### config.mk
export PLATFORM = sky130hd
export DESIGN_NAME = ifft_twiddle_mult_flat
export DESIGN_NICKNAME = d
export VERILOG_FILES = /design/src/rtl/ifft_pkg.sv /design/src/rtl/ifft_twiddle_mult_if.sv /design/src/rtl/ifft_cmul_sat.sv /design/src/rtl/ifft_twiddle_mult.sv /design/src/flat_wrapper.sv
export SDC_FILE = /design/constraint.sdc
export NUM_CORES = 2
export LEC_CHECK = 0
export ABC_AREA = 1
export BUFFER_PORTS_ARGS = -buffer_cell sky130_fd_sc_hd__buf_2
export CORE_MARGIN = 4
export CORE_UTILIZATION = 50
export DETAILED_ROUTE_END_ITERATION = 16
export GPL_ROUTABILITY_DRIVEN = 0
export PLACE_DENSITY_LB_ADDON = 0.1
export SYNTH_ARGS = -nofsm -noshare
export SYNTH_HDL_FRONTEND = slang
export SYNTH_SLANG_ARGS = --single-unit
### constraint.sdc
create_clock -name clk -period 16.6 [get_ports clk]
set_clock_uncertainty 0.05 [all_clocks]
set_input_delay 0.83 -clock clk [delete_from_list [all_inputs] [get_ports clk]]
set_output_delay 0.83 -clock clk [all_outputs]
set_load 0.02 [all_outputs]
### src/rtl/ifft_pkg.sv
// Shared widths and the saturation helper for the IFFT twiddle multiplier.
package ifft_pkg;

    localparam int unsigned DW       = 16;
    localparam int unsigned FRAC     = 8;
    localparam int unsigned TW_DEPTH = 28;
    localparam int unsigned TW_AW    = 5;

    // Clamp a sign-extended value to the signed range of a w-bit word (w <= 63).
    function automatic logic signed [63:0] sat_to(input logic signed [63:0] v,
                                                  input int unsigned       w);
        logic signed [63:0] hi;
        logic signed [63:0] lo;
        hi = (64'sd1 <<< (w - 1)) - 64'sd1;
        lo = -(64'sd1 <<< (w - 1));
        if (v > hi) begin
            return hi;
        end else if (v < lo) begin
            return lo;
        end
        return v;
    endfunction

endpackage

### src/rtl/ifft_twiddle_mult_if.sv
// Sample stream, product stream and twiddle ROM port of the twiddle multiplier.
interface ifft_twiddle_mult_if #(
    parameter int unsigned DW    = ifft_pkg::DW,
    parameter int unsigned TW_AW = ifft_pkg::TW_AW
);

    logic                 in_valid;
    logic                 in_ready;
    logic                 in_sop;
    logic signed [DW-1:0] in_re;
    logic signed [DW-1:0] in_im;
    logic [TW_AW-1:0]     tw_addr;
    logic signed [DW-1:0] tw_re;
    logic signed [DW-1:0] tw_im;
    logic                 out_valid;
    logic                 out_ready;
    logic signed [DW-1:0] out_re;
    logic signed [DW-1:0] out_im;
    logic                 out_eop;

    modport slave (
        input  in_valid, in_sop, in_re, in_im, tw_re, tw_im, out_ready,
        output in_ready, tw_addr, out_valid, out_re, out_im, out_eop
    );

    modport master (
        output in_valid, in_sop, in_re, in_im, tw_re, tw_im, out_ready,
        input  in_ready, tw_addr, out_valid, out_re, out_im, out_eop
    );

endinterface

### src/rtl/ifft_cmul_sat.sv
// Combinational complex multiply with arithmetic right shift and saturation to DW bits.
module ifft_cmul_sat #(
    parameter int unsigned DW   = ifft_pkg::DW,
    parameter int unsigned FRAC = ifft_pkg::FRAC
) (
    input  logic signed [DW-1:0] a_re,
    input  logic signed [DW-1:0] a_im,
    input  logic signed [DW-1:0] b_re,
    input  logic signed [DW-1:0] b_im,
    output logic signed [DW-1:0] y_re,
    output logic signed [DW-1:0] y_im
);
    import ifft_pkg::*;

    logic signed [2*DW-1:0] p_rr;
    logic signed [2*DW-1:0] p_ii;
    logic signed [2*DW-1:0] p_ri;
    logic signed [2*DW-1:0] p_ir;
    logic signed [2*DW:0]   s_re;
    logic signed [2*DW:0]   s_im;
    logic signed [2*DW:0]   sh_re;
    logic signed [2*DW:0]   sh_im;

    always_comb begin
        p_rr  = a_re * b_re;
        p_ii  = a_im * b_im;
        p_ri  = a_re * b_im;
        p_ir  = a_im * b_re;
        s_re  = (2*DW+1)'(p_rr) - (2*DW+1)'(p_ii);
        s_im  = (2*DW+1)'(p_ri) + (2*DW+1)'(p_ir);
        sh_re = s_re >>> FRAC;
        sh_im = s_im >>> FRAC;
        y_re  = DW'(sat_to(64'(sh_re), DW));
        y_im  = DW'(sat_to(64'(sh_im), DW));
    end

endmodule

### src/rtl/ifft_twiddle_mult.sv
// Two-stage twiddle multiplier: S1 holds the sample while the external ROM reads its twiddle.
module ifft_twiddle_mult #(
    parameter int unsigned DW       = ifft_pkg::DW,
    parameter int unsigned FRAC     = ifft_pkg::FRAC,
    parameter int unsigned TW_DEPTH = ifft_pkg::TW_DEPTH,
    parameter int unsigned TW_AW    = ifft_pkg::TW_AW
) (
    input  logic                clk,
    input  logic                rst,
    ifft_twiddle_mult_if.slave  bus
);
    import ifft_pkg::*;

    localparam logic [TW_AW-1:0] LAST_IDX = TW_AW'(TW_DEPTH - 1);

    logic                 s1_valid;
    logic signed [DW-1:0] s1_re;
    logic signed [DW-1:0] s1_im;
    logic [TW_AW-1:0]     s1_idx;
    logic [TW_AW-1:0]     cnt;
    logic [TW_AW-1:0]     next_idx;
    logic                 s1_adv;
    logic                 stall;
    logic                 accept;
    logic signed [DW-1:0] prod_re;
    logic signed [DW-1:0] prod_im;

    // While stalled the ROM address is pinned to S1 so its registered data stays aligned.
    always_comb begin
        s1_adv       = !bus.out_valid || bus.out_ready;
        stall        = s1_valid && !s1_adv;
        bus.in_ready = !stall;
        accept       = bus.in_valid && bus.in_ready;
        next_idx     = bus.in_sop ? '0 : cnt;
        bus.tw_addr  = stall ? s1_idx : next_idx;
    end

    ifft_cmul_sat #(
        .DW   (DW),
        .FRAC (FRAC)
    ) u_cmul (
        .a_re (s1_re),
        .a_im (s1_im),
        .b_re (bus.tw_re),
        .b_im (bus.tw_im),
        .y_re (prod_re),
        .y_im (prod_im)
    );

    always_ff @(posedge clk) begin
        if (rst) begin
            cnt           <= '0;
            s1_valid      <= 1'b0;
            s1_re         <= '0;
            s1_im         <= '0;
            s1_idx        <= '0;
            bus.out_valid <= 1'b0;
            bus.out_re    <= '0;
            bus.out_im    <= '0;
            bus.out_eop   <= 1'b0;
        end else begin
            if (accept) begin
                s1_valid <= 1'b1;
                s1_re    <= bus.in_re;
                s1_im    <= bus.in_im;
                s1_idx   <= next_idx;
                cnt      <= (next_idx == LAST_IDX) ? '0 : next_idx + 1'b1;
            end else if (s1_adv) begin
                s1_valid <= 1'b0;
            end
            if (s1_adv) begin
                bus.out_valid <= s1_valid;
                if (s1_valid) begin
                    bus.out_re  <= prod_re;
                    bus.out_im  <= prod_im;
                    bus.out_eop <= (s1_idx == LAST_IDX);
                end
            end
        end
    end

endmodule
### src/flat_wrapper.sv
// flat-port wrapper written by rule: the top's interface ports become plain ports
module ifft_twiddle_mult_flat import ifft_pkg::*;
#(
    parameter int unsigned DW       = ifft_pkg::DW,
    parameter int unsigned FRAC     = ifft_pkg::FRAC,
    parameter int unsigned TW_DEPTH = ifft_pkg::TW_DEPTH,
    parameter int unsigned TW_AW    = ifft_pkg::TW_AW
)
  (clk, rst, bus_in_valid, bus_in_sop, bus_in_re, bus_in_im, bus_tw_re, bus_tw_im, bus_out_ready, bus_in_ready, bus_tw_addr, bus_out_valid, bus_out_re, bus_out_im, bus_out_eop);
  ifft_twiddle_mult_if #(.DW(DW), .TW_AW(TW_AW)) bus_i ();
  input  logic clk;
  input  logic rst;
  input wire logic [$bits(bus_i.in_valid)-1:0] bus_in_valid;
  input wire logic [$bits(bus_i.in_sop)-1:0] bus_in_sop;
  input wire logic [$bits(bus_i.in_re)-1:0] bus_in_re;
  input wire logic [$bits(bus_i.in_im)-1:0] bus_in_im;
  input wire logic [$bits(bus_i.tw_re)-1:0] bus_tw_re;
  input wire logic [$bits(bus_i.tw_im)-1:0] bus_tw_im;
  input wire logic [$bits(bus_i.out_ready)-1:0] bus_out_ready;
  output wire logic [$bits(bus_i.in_ready)-1:0] bus_in_ready;
  output wire logic [$bits(bus_i.tw_addr)-1:0] bus_tw_addr;
  output wire logic [$bits(bus_i.out_valid)-1:0] bus_out_valid;
  output wire logic [$bits(bus_i.out_re)-1:0] bus_out_re;
  output wire logic [$bits(bus_i.out_im)-1:0] bus_out_im;
  output wire logic [$bits(bus_i.out_eop)-1:0] bus_out_eop;
  assign bus_i.in_valid = bus_in_valid;
  assign bus_i.in_sop = bus_in_sop;
  assign bus_i.in_re = bus_in_re;
  assign bus_i.in_im = bus_in_im;
  assign bus_i.tw_re = bus_tw_re;
  assign bus_i.tw_im = bus_tw_im;
  assign bus_i.out_ready = bus_out_ready;
  assign bus_in_ready = bus_i.in_ready;
  assign bus_tw_addr = bus_i.tw_addr;
  assign bus_out_valid = bus_i.out_valid;
  assign bus_out_re = bus_i.out_re;
  assign bus_out_im = bus_i.out_im;
  assign bus_out_eop = bus_i.out_eop;
  ifft_twiddle_mult #(.DW(DW), .FRAC(FRAC), .TW_DEPTH(TW_DEPTH), .TW_AW(TW_AW)) u_core (.clk(clk), .rst(rst), .bus(bus_i));
endmodule
==> results.json <==
{
  "status": "completed",
  "clk_latency_ns": 0.44,
  "dieArea_mm2": 0.0963,
  "hold_ws_ns": 0.418,
  "post_synth_num_cell_types": 44,
  "yosysWarnings": 0,
  "period_needed_ns": 9.05,
  "drc_errors": 0,
  "pre_cts_slack_ns": 7.25,
  "grt_max_degree": 62,
  "post_cts_buffers": 0,
  "htreeDepth": 3,
  "wire_per_inst_um": 20.9,
  "grt_overflow_total": 0,
  "max_stage_delay_ns": 0.76,
  "slew_violations": 0,
  "postCtsHoldBufs": 0,
  "std_cell_rows": 110,
  "crit_type": "reg -> reg",
  "wl_met2_um": 69300,
  "max_clock_freq_mhz": 110,
  "yosys-top-cells-count": "inv_1 (2014), nand2_1 (1342), fa_1 (1172)",
  "tightest_slew_ns": 1.15,
  "ys_seq_elements": 77,
  "crit_slowest_cell": "fa_1",
  "first_iter_violations": 2466,
  "crit_arrival_ns": 9.27,
  "nets": 7273,
  "rsz0062_at_grt": "no",
  "crit_path_start_kind": "flop",
  "io-pin-count": 109,
  "path_clk_slew_ns": 0.11,
  "synthFlopType": "dfxtp_1",
  "cp_top_family": "adder cells",
  "fin_setup_tns_ns": 0,
  "die_h_um": 310,
  "finalHoldViolCount": 0,
  "netlist_area_mm2": 0.0457,
  "grt_usage": 0.321,
  "cts_buffer_depth": 2,
  "ys_seq_area_frac": 0.0337,
  "m1WireLength_um": 56400,
  "ys_top_cells_by_area": "fa_1 (51%), inv_1 (17%), nand2_1 (11%), ha_1 (8.3%), dfxtp_1 (3.4%)",
  "syn_nets": 7325,
  "setup_slack_ns": 7.55,
  "grt_pass1_vias": 38415,
  "avgSynthCellArea_um2": 7.91,
  "drt-total-wl_um": 145000,
  "cts.sinks": 77,
  "die_w_um": 310,
  "synth_most_common_cell": "inv_1",
  "relSlewSlack": 0.231,
  "num_vias": 35041,
  "start_util": 0.506,
  "synth_edf_count": 0,
  "hp-class": "reg -> reg",
  "cp_num_buf_inv": 7,
  "end_kind": "flop",
  "drive_gt1_frac": 0.0422,
  "yosys.area.top_type": "fa_1",
  "synthDominantCellAreaShare": 0.513,
  "wl_met3_um": 10400,
  "worstPathRequired_ns": 16.82,
  "cp_max_fo": 17,
  "ys_async_sr_fraction": 0,
  "core_area_mm2": 0.0904,
  "final.period_utilization": 0.545,
  "grt_pass1_wl_um": 228000,
  "io_buffers": 108,
  "synthCells": 5781,
  "regArea_mm2": 0.00154,
  "synthToLayoutAreaGrowth_pct": 4.17,
  "n_fill_cell": 8883,
  "grt_antenna_before_repair": 0,
  "multi_input_area_mm2": 0.0357,
  "post-dp-hpwl_um": 110000,
  "root_buffer": "clkbuf_16",
  "cts_tree": "built",
  "post_drt_via_cell_ratio": 5.07,
  "cpMostUsedCell": "fa_1",
  "antenna_left": 0,
  "firstDrtPassIters": 6,
  "timing.max_cap.violations": 0,
  "cts_inserted_buffers": 9,
  "cts.repair.resized": 0,
  "setup_viol": 0,
  "top_layer": "met4"
}
path summary, 6_finish.rpt:
path                    startpoint              endpoint  slack, ns  cells past startpoint
hold / removal       u_core.cnt[1]         u_core.cnt[1]       0.42                      2
setup reg to reg  u_core.s1_im[15]  u_core.bus.out_im[0]       7.55                     30
hold reg to reg      u_core.cnt[1]         u_core.cnt[1]       0.42                      2
setup / recovery  u_core.s1_im[15]  u_core.bus.out_im[0]       7.55                     30
registers in the layout (all words and copies together), names as in the netlist:
name	cells
u_core.s1_idx	5
u_core.s1_re	16
u_core.bus.out_valid	1
u_core.bus.out_re	16
u_core.bus.out_im	16
u_core.s1_im	16
u_core.bus.out_eop	1
u_core.s1_valid	1
u_core.cnt	5
cells by family after synthesis:
logic type | count (synthesis) | synth area share
flip-flops | 77 | 0.0337
AO/OA/AOI/OAI | 247 | 0.0304
adder cells (fa/ha/maj) | 1475 | 0.596
AND/OR/NAND/NOR | 1662 | 0.141
XOR/XNOR | 67 | 0.0128
buffers and inverters | 2253 | 0.186
cell usage in the layout, fill, tap and decap left out, drive strengths merged:
cell | synthesis | routed
nand3 | 65 | 65
xnor2 | 41 | 41
diode | 0 | 1
clkinv | 1 | 1
a41oi | 1 | 1
nand2 | 1356 | 1356
a21oi | 122 | 122
o211ai | 1 | 1
o31ai | 2 | 2
inv | 2015 | 2019
dfxtp | 77 | 77
and3 | 2 | 2
o21a | 2 | 2
a21o | 3 | 3
buf | 10 | 174
clkinvlp | 0 | 1
nor2 | 202 | 202
o21bai | 9 | 9
clkbuf | 227 | 10
and2 | 1 | 1
or2 | 9 | 9
bufinv | 0 | 1
nor4 | 3 | 3
nand4 | 10 | 10
ha | 303 | 303
nand3b | 1 | 1
a21boi | 2 | 2
nor3 | 13 | 13
a211oi | 1 | 1
xor2 | 26 | 26
fa | 1172 | 1172
a31oi | 5 | 5
o21ai | 99 | 99
worst register-to-register path, delay by kind of cell, from the launching register on:
| kind | cells | cell delay, ns |
|---|---|---|
| simple gates | 11 | 1.39 |
| buf+inv | 7 | 1.32 |
| fa+ha+maj | 9 | 4.87 |
| compound gates | 3 | 0.94 |
| flops | 1 | 0.33 |
layer usage:
metal	global-route usage	vias up
met5	0	-
met4	0.151	0
met3	0.0483	353
met2	0.543	1351
met1	0.407	17633
li1	-	15704
layout make-up:
cell class	count	share of cell area
Clock buffer	10	0.00502
Timing Repair Buffer	174	0.0218
Clock inverter	6	0.00158
Antenna cell	1	0.0000526
Inverter	2016	0.159
Sequential cell	77	0.0324
Tap cell	1176	0.0309
Multi-Input combinational cell	3451	0.749
per-stage QoR:
step / utilization / instance area, um2 / cells
detailed placement: 0.523 / 47300 / 6894
CTS: 0.527 / 47600 / 6910
floorplan: - / 45700 / 5781
finish: 0.527 / 47600 / 6911
global route: 0.527 / 47600 / 6910
global placement: 0.523 / 47300 / 6894
Power is left out: the tool's default activity adds up to more than one toggle a clock period on the data nets, which glitch-free logic cannot reach.
